File: config.mk
export PLATFORM = sky130hd
export DESIGN_NAME = operand_arbiter
export DESIGN_NICKNAME = d
export VERILOG_FILES = /design/src/rtl/operand_arbiter.sv
export SDC_FILE = /design/constraint.sdc
export NUM_CORES = 1
export LEC_CHECK = 0
export ABC_AREA = 1
export BUFFER_PORTS_ARGS = -buffer_cell sky130_fd_sc_hd__buf_2
export CORE_ASPECT_RATIO = 1.25
export CORE_MARGIN = 2
export CORE_UTILIZATION = 45
export CTS_CLUSTER_SIZE = 20
export DETAILED_ROUTE_END_ITERATION = 10
export HOLD_SLACK_MARGIN = 0.08
export PLACE_DENSITY = 0.84
export SLEW_MARGIN = 30
export SYNTH_ARGS = -nofsm -noshare
export SYNTH_HDL_FRONTEND = slang
export SYNTH_SLANG_ARGS = --single-unit
File: constraint.sdc
create_clock -name clk -period 2.9 [get_ports clk]
set_input_delay 0.435 -clock clk [delete_from_list [all_inputs] [get_ports clk]]
set_output_delay 0.435 -clock clk [all_outputs]
set_load 0.02 [all_outputs]
File: src/rtl/operand_arbiter.sv
// Round-robin arbiter sharing one operand path among NREQ requesters, with a
// single-entry registered output stage and a valid/ready handshake toward the ALU.
module operand_arbiter #(
  parameter int unsigned WIDTH = 16,
  parameter int unsigned NREQ  = 4,
  parameter int unsigned SELW  = 2
) (
  input  logic                    clk,
  input  logic                    rst,
  input  logic [NREQ-1:0]         req,
  input  logic [NREQ*WIDTH-1:0]   req_data,
  output logic [NREQ-1:0]         gnt,
  output logic [SELW-1:0]         sel,
  output logic                    out_valid,
  output logic [WIDTH-1:0]        out_data,
  output logic [SELW-1:0]         out_src,
  input  logic                    out_ready,
  output logic                    busy
);

  typedef enum logic {StEmpty, StFull} state_e;

  state_e           state_q;
  logic [WIDTH-1:0] data_q;
  logic [SELW-1:0]  src_q;
  logic [SELW-1:0]  last_q;
  logic [SELW-1:0]  sel_q;

  logic             load;
  logic             found;
  logic [SELW-1:0]  winner;
  logic [WIDTH-1:0] win_word;

  // Search starts just after the previous winner and wraps modulo NREQ.
  always_comb begin
    int unsigned idx;
    logic [SELW-1:0] idx_s;
    idx    = 0;
    idx_s  = '0;
    found  = 1'b0;
    winner = '0;
    for (int unsigned k = 1; k <= NREQ; k++) begin
      idx   = (32'(last_q) + k) % NREQ;
      idx_s = SELW'(idx);
      if (!found && req[idx_s]) begin
        found  = 1'b1;
        winner = idx_s;
      end
    end
  end

  assign load     = !rst && ((state_q == StEmpty) || out_ready) && found;
  assign win_word = req_data[32'(winner)*WIDTH +: WIDTH];

  always_comb begin
    gnt = '0;
    if (load) gnt[winner] = 1'b1;
  end

  assign sel       = load ? winner : sel_q;
  assign out_valid = (state_q == StFull);
  assign out_data  = data_q;
  assign out_src   = src_q;
  assign busy      = out_valid & ~out_ready;

  always_ff @(posedge clk or posedge rst) begin
    if (rst) begin
      state_q <= StEmpty;
      data_q  <= '0;
      src_q   <= '0;
      last_q  <= SELW'(NREQ - 1);
      sel_q   <= '0;
    end else begin
      sel_q <= sel;
      unique case (state_q)
        StEmpty: begin
          if (load) begin
            data_q  <= win_word;
            src_q   <= winner;
            last_q  <= winner;
            state_q <= StFull;
          end
        end
        StFull: begin
          // Drain and refill on the same edge keeps the stage full with no bubble.
          if (load) begin
            data_q  <= win_word;
            src_q   <= winner;
            last_q  <= winner;
          end else if (out_ready) begin
            state_q <= StEmpty;
          end
        end
        default: state_q <= StEmpty;
      endcase
    end
  end

endmodule
## After elaboration in Yosys (flattened, before gate mapping)

Index checks and enable logic that the tools add are counted.

- Add/sub/neg operators: 4
- $lt $le $gt $ge: 6
- Shifts and indexed selects: 1
- Mux-type cells: 26
- Bitwise gates (word level): 3
- Reductions and logical operators: 11

Operators by type and width:

| operator | count |
|---|---|
| $shiftx 64x7->16 | 1 |
| $mux 16 | 1 |
| $lt 2x3->1 const B | 5 |
| $mux 1 | 12 |
| $mux 2 | 6 |
| $bmux 1 s2 | 4 |
| $logic_and 1x1->1 | 6 |
| $add 2x1->2 const B | 2 |
| $add 2x2->2 const B | 2 |
| $logic_not 1->1 | 4 |
| $mux 4 | 1 |
| $demux 1 s2 | 1 |
| $ge 2x1->1 const B | 1 |
| $not 1->1 | 2 |
| $pmux 1 s2 | 1 |
| $and 1x1->1 | 1 |
| $logic_or 1x1->1 | 1 |

- Register bits: 23
- Logic and storage cells: 56

## Logic depth before layout (Yosys ltp)

Gate-level depths: netlist of run 1.

- Depth after elaboration: 18
- Depth in mapped cells: 17
- Mapped depth without buffers: 15

## Worst setup path before layout of run 1

Ideal clock, no wire load.

- Path type: register to output
- From: reg last_q[0]
- To: out gnt[0]
- Data arrival time: 2.056 ns
- Required time: 2.465 ns
- Slack: 0.409 ns
- Stages on the path, launching flop included: 13
- Path through: dfstp_2 -> buf_6 -> nand2_1 -> nand2_1 -> nand2_2 -> nand2_2 -> nor2_8 -> nand3_1 -> nand2_1 -> nor2_4 -> inv_4 -> buf_4 -> nor3_1

- Word-level cells in the longest chain between the ends: 18
- Elaborated cells on any way between the ends: 33
- Classes of those cells: add/sub (4); order compare (2); mux (19); reduce/logical (8)

Ends and longest elaborated chain:

| what | RTL line | RTL |
|---|---|---|
| start, declared | 26 | `logic [SELW-1:0] last_q;` |
| start signal, assigned | 71 | `last_q <= SELW'(NREQ - 1);` |
| start signal, assigned | 80 | `last_q <= winner;` |
| start signal, assigned | 89 | `last_q <= winner;` |
| $add 2x1->2 | 43 | `idx = (32'(last_q) + k) % NREQ;` |
| $bmux 1 s2 | 45 | `if (!found && req[idx_s]) begin` |
| $mux 1 (not written as such) | 45 |  |
| $mux 1 | 45 |  |
| $logic_not 1->1 | 45 |  |
| $logic_and 1x1->1 | 45 |  |
| $mux 1 | 45 |  |
| $logic_not 1->1 | 45 |  |
| (+2 left out) | n/a |  |
| $logic_not 1->1 | 45 |  |
| $logic_and 1x1->1 | 45 |  |
| $mux 2 | 45 |  |
| $lt 2x3->1 (not written as such) / $ge 2x1->1 (equally long branches) | 57 | `if (load) gnt[winner] = 1'b1;` |
| $logic_and 1x1->1 (not written as such) | 57 |  |
| $mux 1 (not written as such) | 57 |  |
| $demux 1 s2 | 57 |  |
| $mux 4 (*) | 57 |  |
| end, declared | 12 | `output logic [NREQ-1:0] gnt,` |

Mark *: on every way between the ends. The rest lies on a longest branch, timed or not. The select of a mux whose other input is x is not followed.

## Worst setup path after layout of run 1

- From: reg last_q[0]
- To: out sel[0]

- Word-level cells in the longest chain between the ends: 15
- Elaborated cells on any way between the ends: 28
- Classes of those cells: add/sub (4); mux (17); reduce/logical (7)

Ends and longest elaborated chain:

| what | RTL line | RTL |
|---|---|---|
| $add 2x1->2 | 43 |  |
| $bmux 1 s2 | 45 |  |
| $mux 1 (not written as such) | 45 |  |
| $mux 1 | 45 |  |
| $logic_not 1->1 | 45 |  |
| $logic_and 1x1->1 | 45 |  |
| $mux 1 | 45 |  |
| $logic_not 1->1 | 45 |  |
| $logic_and 1x1->1 | 45 |  |
| $mux 1 | 45 |  |
| $logic_not 1->1 | 45 |  |
| $logic_and 1x1->1 | 45 |  |
| $mux 1 | 45 |  |
| $logic_and 1x1->1 | 52 | `assign load = !rst && ((state_q == StEmpty) \|\| out_ready) && found;` |
| $mux 2 (*) | 60 | `assign sel = load ? winner : sel_q;` |
| end, declared | 13 | `output logic [SELW-1:0] sel,` |

Marked as above.

==> metrics.cfg, run 1 <==
[run_status]
status=finished, final reports clean

[grt]
grt-ovfl-total=0
use_met2_pct=44.13
grt-busiest-layer=met2
use_met3_pct=2.786
grt_first_pass_wirelength_mm=9.825
antenna_found_initial=0
grt_pass1_vias=2216
grtUsageTotal_pct=24.90
grt_max_degree=33
met1_usage_pct=31.04

[drt]
routed_wl_mm=5.880
wl_per_cell_um=12.75
drtPass1Iterations=4
route.antenna.remaining_nets=0
post-route-drc-count=0
vias=2366
drtIter0Drc=114
via_per_inst=5.132

[placed_design]
place_congestion=0.8843
dp_slack_ps=165.7
post_dp_cell_area_um2=2391
port_buffers=96
post-dp-hpwl_mm=4.367

[final_layout]
postLayoutCellArea_um2=2507
num-nets-final=477
insertedDiodeCount=0
multi_input_area_um2=1172
nFillCells=416
drive_gt1_share_pct=34.81
area_growth_pct=30.89
seqCellArea_um2=578.1

[power_and_ir_drop]
clkPwrFrac_pct=5.1
ir_drop_uv=575.2
power_w=0.003891
swShare_pct=58.73
power_density_nw_per_um2=1552
p_sw_w=0.002285
internal_power_w=0.001606
p_comb_share_pct=80.1
p_leak_nw=1.555
power_frac_seq_pct=14.8

[timing]
rsz0062_at_grt=false
setup_viol=0
hold_viol=0
clock.fmax_ghz=0.3643
min_period_ps=2745
tns_ps=0
worst_slew_pin_slew_ps=321.9
finalClockSkew_ps=2.202
slew_violations=0
fin_ws_ps=155.0
finalCritPeriodShare_pct=94.65
slew_headroom_pct=78.54

[clock_network]
ctsHoldBuffers=0
clkTransAtPathRegs_ps=80
clk_latency_ps=260
cts_tree=built
cts_num_sinks=23
cts_inserted_buffers=3
ctsRootBufferMaster=clkbuf_8
clockBufferDepth=2
htreeDepth=1

[setup_path]
cp.arrival_ps=2310
cp_max_fo=10
cp-end-kind=output pin
r2r_cells=15
rr_startpoint=last_q[0]
critPathKind=reg2out
r2r_end=out_data[6]
cp_data_required_time_ps=2470
cp-start-kind=flop
rrSetupSlack_ps=560

[yosys]
synth_area_um2=1916
ys_warn_count=0
avgSynthCellArea_um2=6.179
yosys-top-cells-area=nand2_1 37%, dfrtp_1 27%, nand4_1 11%
synth_nets=381
synth_top_cell_area_share_pct=36.84
synth_top_area_cell=nand2_1
synth-seq-cells=23
synth.distinct_cells=27
seq_area_frac_synth_pct=30.18
synthCells=310

[floorplan]
io-pin-count=97
core_area_um2=4099
start_util_pct=46.73
die-area_um2=4798
die_y_um=76.95
die_x_um=62.36
rows=26

[worst_hold_path]
hold_path_class=in2async

[run]
cap_violations=0

==> worst max path at each step <==
stage                   start      to  slack (ps)
floorplan           last_q[0]  gnt[0]         410
global route        last_q[0]  gnt[3]           1
detailed placement  last_q[0]  sel[0]         170
CTS                 last_q[0]  sel[0]          80
global placement    last_q[0]  sel[0]         260
finish              last_q[0]  sel[0]         160
==> layout by cell type (no fill, tap or decap) <==
| master | n |
|---|---|
| nand2_1 | 188 |
| buf_2 | 96 |
| nand4_1 | 33 |
| dfrtp_1 | 21 |
| buf_4 | 13 |
| nand2_2 | 10 |
| inv_1 | 6 |
| nand3_1 | 6 |
| nor2_1 | 4 |
| inv_2 | 3 |
| o21ai_1 | 3 |
| clkbuf_8 | 3 |
| inv_4 | 2 |
| dfstp_2 | 2 |
| inv_6 | 1 |
| nor2_8 | 1 |
| and2_4 | 1 |
| nand4_4 | 1 |
| nand3_2 | 1 |
| nand3_4 | 1 |
| nor2_2 | 1 |
| o21a_1 | 1 |
| nor2_4 | 1 |
| o21ai_2 | 1 |
| o21ai_4 | 1 |
| nor3_1 | 1 |
| o21ai_0 | 1 |
| clkinv_2 | 1 |
| clkinvlp_4 | 1 |
==> state kept, by name, indices dropped and copies added (netlist names) <==
| name | count |
|---|---|
| out_data | 16 |
| last_q | 2 |
| out_src | 2 |
| sel_q | 2 |
| out_valid | 1 |
==> timing repair <==
action / 4_1_cts / 5_1_grt
setup buffers: 2 / 5
pin swaps: 1 / 0
gates cloned: 1 / 0
endpoints found under the setup margin: 6 / 5
gates resized for setup: 2 / 0
==> cell usage after synthesis <==
| cell | count |
|---|---|
| inv_4 | 1 |
| buf_4 | 1 |
| inv_6 | 1 |
| o21ai_1 | 3 |
| inv_1 | 6 |
| nand3_4 | 1 |
| nand2_1 | 188 |
| inv_2 | 4 |
| nor2_4 | 1 |
| buf_2 | 12 |
| nor3_1 | 1 |
| nand2_2 | 10 |
| and2_4 | 1 |
| clkbuf_1 | 2 |
| nand4_1 | 33 |
| nor2_1 | 4 |
| nand3_2 | 1 |
| buf_6 | 4 |
| o21a_1 | 1 |
| nand3_1 | 6 |
| dfrtp_1 | 21 |
| dfstp_2 | 2 |
| o21ai_0 | 1 |
| nor2_8 | 1 |
| nand4_4 | 1 |
| o21ai_2 | 2 |
| nor2_2 | 1 |
==> power groups by stage <==
| stage | clock [W] | combinational (W) | sequential, W |
|---|---|---|---|
| 6_report | 0.000200 | 0.00312 | 0.000574 |
| 5_1_grt | 0.000226 | 0.00352 | 0.000590 |
| 4_1_cts | 0.000203 | 0.00307 | 0.000579 |
| 3_5_place_dp | 0 | 0.00298 | 0.000595 |
| 3_3_place_gp | 0 | 0.00293 | 0.000586 |
| 2_1_floorplan | 0 | 0.00233 | 0.000704 |
==> kinds of logic after synthesis <==
| family | after synthesis | synth area share, % |
|---|---|---|
| buffers and inverters | 31 | 9.014 |
| flip-flops | 23 | 30.18 |
| AND/OR/NAND/NOR | 249 | 58.46 |
| AO/OA/AOI/OAI | 7 | 2.351 |
==> through the flow <==
step | std cells | hold slack [ps] | util [%]
6_report | 461 | 300.8 | 61.17
5_1_grt | 461 | 323.9 | 61.17
4_1_cts | 456 | 315.9 | 60.26
3_5_place_dp | 449 | 463.6 | 58.33
3_3_place_gp | 449 | 458.6 | 58.33
2_1_floorplan | 310 | 451.3 | -
==> critical path: stages, from the launching register on <==
cell and delay, ps:
dfstp_2 610, inv_6 70, nand2_1 80, nand2_2 80, nand2_2 110, nand2_2 100
nor2_8 140, nand2_2 80, o21ai_2 140, inv_2 60, o21ai_4 100, inv_4 110
nand2_2 110, nand2_1 80, buf_2 160
==> final cells by class <==
| cell class | instances | area share, % |
|---|---|---|
| Multi-Input combinational cell | 256 | 46.76 |
| Inverter | 12 | 2.196 |
| Tap cell | 56 | 2.794 |
| Clock inverter | 1 | 0.1996 |
| Sequential cell | 23 | 23.05 |
| Timing Repair inverter | 1 | 0.2994 |
| Timing Repair Buffer | 109 | 23.05 |
| Clock buffer | 3 | 1.647 |
==> per-layer routing <==
layer / wire [um] / part of all wire, %
met1: 2445 / 42
met4: 110 / 1.9
met5: 0 / 0
met3: 336 / 5.7
met2: 2987 / 51
No activity file was read; power rests on OpenSTA's default activity.
==> run 2: changes to the inputs <==
CORE_ASPECT_RATIO = unset   (was 1.25)
==> metrics.cfg, run 2 (same netlist as run 1, synthesis figures left out) <==
[timing]
hold_slack_ps=281.3
hold_viol=0
finalCritPeriodShare_pct=94.71
worst_slew_pin_slew_ps=320.7
tns_ps=0
fin_ws_ps=153.4
setup_viol=0
clock.fmax_ghz=0.3641
min_period_ps=2747
slew_headroom_pct=78.62
slew_violations=0
rsz0062_at_grt=false
finalClockSkew_ps=2.021

[placed_design]
post-dp-hpwl_mm=4.293
place_congestion=0.8853
dp_slack_ps=225.1
port_buffers=96

[grt]
grt_first_pass_wirelength_mm=9.163
grt_max_degree=33
grt_pass1_vias=2002
grt-ovfl-total=0
grtUsageTotal_pct=23.10
antenna_found_initial=0

[clock_network]
clkTransAtPathRegs_ps=80
clockBufferDepth=2
cts_inserted_buffers=3
cts_tree=built
cts_num_sinks=23
ctsRootBufferMaster=clkbuf_8
ctsHoldBuffers=0
clk_latency_ps=270
htreeDepth=1

[final_layout]
num-nets-final=481
layout_commonest_cell=nand2_1
final_util_pct=62.63
insertedDiodeCount=0
mostFrequentLayoutCells=188 x nand2_1, 96 x buf_2, 33 x nand4_1
drive_gt1_share_pct=35.21
area_growth_pct=32.66
largest_register_ffs=16

[floorplan]
die_x_um=69.25
start_util_pct=47.21
io-pin-count=97
core_area_um2=4058
rows=23
die_y_um=69.25
die-area_um2=4795

[drt]
wl_per_cell_um=12.70
dr_wl_met3_um=340
via_per_inst=5.050
route.antenna.remaining_nets=0
routed_wl_mm=5.828
post-route-drc-count=0
highest_layer=met4
wl_met1_mm=2.626
drtPass1Iterations=4
drtIter0Drc=118
met2WireLength_mm=2.755
vias=2318

[run]
cap_violations=0

[run_status]
status=finished, final reports clean

[setup_path]
cp_max_fo=10
critPathKind=reg2out
cp-start-kind=flop
cp_data_required_time_ps=2470
r2r_cells=16
cp-end-kind=output pin
cp.arrival_ps=2310

[power_and_ir_drop]
power_w=0.003988
ir_drop_uv=628.3
p_leak_nw=1.586
power_density_nw_per_um2=1569

[worst_hold_path]
hold_path_class=in2async

[run 2: worst paths after layout]
check	startpoint	to	slack, ps
max in group asynchronous	rst	last_q[1]	2340
hold reg to reg	out_data[4]	out_data[4]	480
setup / recovery	last_q[0]	sel[0]	150
min in group clk	out_ready	out_valid	400
setup reg to reg	last_q[0]	out_data[12]	550
hold / removal	rst	out_data[10]	280
[run 2: routing by layer]
layer  up-vias  GRT usage [%]
li1       1188              -
met4         0          7.843
met5         -              0
met1      1039          33.58
met2        82          36.32
met3         9          1.599
[run 2: metrics by stage]
stage	instance area [um2]	instances
final	2541	459
after detailed placement	2391	444
after global placement	2391	444
after floorplan	1916	310
after CTS	2451	449
after global routing	2541	459
[run 2: what timing repair did]
| item | CTS | global route |
|---|---|---|
| buffers inserted | 1 | 10 |
| resized for setup | 1 | 4 |
| setup endpoints to repair | 5 | 6 |
| pin swaps | 0 | 4 |
[run 2: cell type report]
| class | instances | area, um2 |
|---|---|---|
| clock buffers | 4 | 45.04 |
| fillers | 388 | 1516 |
| inverters | 12 | 57.56 |
| multi-input cells | 256 | 1182 |
| flip-flops and latches | 23 | 578.1 |
| well taps | 50 | 62.56 |
| repair buffers | 114 | 615.6 |
[run 2: report_power, final]
| part | leakage, nW | total [W] | internal (W) | switching [W] |
|---|---|---|---|---|
| combinational | 1.28 | 0.00320 | 0.00110 | 0.00210 |
| clock | 0.0228 | 0.000202 | 0.0000983 | 0.000103 |
| sequential | 0.284 | 0.000591 | 0.000486 | 0.000105 |
[run 2: worst max-delay path, cell delays in order, from the launching register on]
cell and delay (ps):
dfstp_2 630, inv_6 70, nand2_1 70, nand2_1 90, nand2_2 120, nand2_4 80
nor2_8 140, nand2_2 80, o21ai_2 180, inv_2 60, o21ai_4 100, inv_4 80
nand2_4 90, nand2_1 70, buf_2 160
==> run 3: changes to the inputs <==
MAX_ROUTING_LAYER = met4   (was unset)
==> metrics.cfg, run 3 (same netlist as run 1, synthesis figures left out) <==
[final_layout]
mostFrequentLayoutCells=188 x nand2_1, 96 x buf_2, 33 x nand4_1
layout_commonest_cell=nand2_1
drive_gt1_share_pct=35.37
final_util_pct=62.57
postLayoutCellArea_um2=2539
largest_register_ffs=16
area_growth_pct=32.53
insertedDiodeCount=0
num-nets-final=482

[power_and_ir_drop]
power_frac_seq_pct=14.7
p_sw_w=0.002269
p_comb_share_pct=80.5
p_leak_nw=1.589
internal_power_w=0.001751
ir_drop_uv=758.2
swShare_pct=56.45
clkPwrFrac_pct=4.8
power_w=0.004020
power_density_nw_per_um2=1583

[drt]
drtPass1Iterations=4
highest_layer=met4
route.antenna.remaining_nets=0
post-route-drc-count=0
wl_per_cell_um=12.23
via_per_inst=5.091
dr_wl_met3_um=362
routed_wl_mm=5.625
wl_met1_mm=2.475
vias=2342
met2WireLength_mm=2.698
drtIter0Drc=158

[timing]
slew_headroom_pct=78.95
setup_viol=0
min_period_ps=2749
finalCritPeriodShare_pct=94.78
hold_slack_ps=292.2
rsz0062_at_grt=false
clock.fmax_ghz=0.3638
worst_slew_pin_slew_ps=315.8
finalClockSkew_ps=2.120
slew_violations=0
hold_viol=0
tns_ps=0

[placed_design]
place_congestion=0.9086
post_dp_cell_area_um2=2391
port_buffers=96
post-dp-hpwl_mm=4.263

[setup_path]
crit_chain=inv_2 -> nand2_1 -> nand2_1 -> nand2_2 -> nand2_2 -> nor2_8 -> nand2_2 -> nor2_2 -> nor2_4 -> buf_4 -> buf_4 -> nor2_1 -> buf_2
crit_slowest_cell=dfstp_2
crit_path_frequent_cell=nand2_2
cp.arrival_ps=2310
cp_max_fo=6
r2r_end=out_data[0]
rrSetupSlack_ps=580
cpPeakStageDelay_ps=620
cp-start-kind=flop
cp_data_required_time_ps=2470
critPathKind=reg2out
rr_startpoint=last_q[1]
r2r_cells=15
cp-end-kind=output pin

[clock_network]
clk_latency_ps=260
ctsRootBufferMaster=clkbuf_8
clockBufferDepth=2
htreeDepth=1
ctsHoldBuffers=0
cts_num_sinks=23
cts_tree=built
cts_inserted_buffers=3
clkTransAtPathRegs_ps=80

[floorplan]
die_y_um=69.25
rows=23
die_x_um=69.25
core_area_um2=4058
die-area_um2=4795
start_util_pct=47.21
io-pin-count=97

[grt]
antenna_found_initial=0
grt_pass1_vias=2079
grt_first_pass_wirelength_mm=9.066
grt-ovfl-total=0
grt_max_degree=33
grtUsageTotal_pct=23.20

[worst_hold_path]
hold_path_class=in2async

[run_status]
status=finished, final reports clean

[run]
cap_violations=0

-- run 3: power by group through the flow --
stage	Combinational [W]	Clock (W)	Sequential, W
after floorplan	0.00233	0	0.000704
after global placement	0.00291	0	0.000594
after detailed placement	0.00296	0	0.000601
after CTS	0.00297	0.000193	0.000596
after global routing	0.00366	0.000206	0.000608
final	0.00324	0.000193	0.000590
-- run 3: layout make-up --
| type | instances | area (um2) |
|---|---|---|
| tap | 50 | 62.56 |
| clock buffer | 4 | 45.04 |
| fill | 375 | 1519 |
| multi-input combinational | 256 | 1177 |
| inverter | 12 | 52.55 |
| timing repair buffer | 115 | 623.1 |
| sequential | 23 | 578.1 |
-- run 3: per-layer routing --
layer	vias up	track usage [%]
met1	1040	31.54
met2	99	38.35
met3	10	0.7267
met4	0	6.100
li1	1193	-
met5	-	-
-- run 3: how the worst max path moves through the flow --
stage / start / to / cells past startpoint
2_1_floorplan: last_q[0] / gnt[0] / 12
3_5_place_dp: last_q[0] / sel[1] / 12
6_report: last_q[1] / gnt[3] / 13
5_1_grt: last_q[0] / sel[1] / 14
3_3_place_gp: last_q[0] / gnt[3] / 14
4_1_cts: last_q[0] / sel[1] / 12
-- run 3: per-stage QoR --
step | setup WS (ps) | cells
6_report | 151.3 | 460
4_1_cts | 16.64 | 448
3_3_place_gp | 353.2 | 444
3_5_place_dp | 306.9 | 444
2_1_floorplan | 408.7 | 310
5_1_grt | 18.56 | 460
-- run 3: what timing repair did --
item	in CTS	in global routing
endpoints found under the setup margin	0	6
setup buffers	0	12
resized for setup	0	2
-- run 3: worst max-delay path: cells and delay by family (launching register included) --
| family | cells | cell delay, ps |
|---|---|---|
| AND/OR/NAND/NOR | 9 | 900 |
| flip-flops | 1 | 620 |
| buffers and inverters | 4 | 530 |
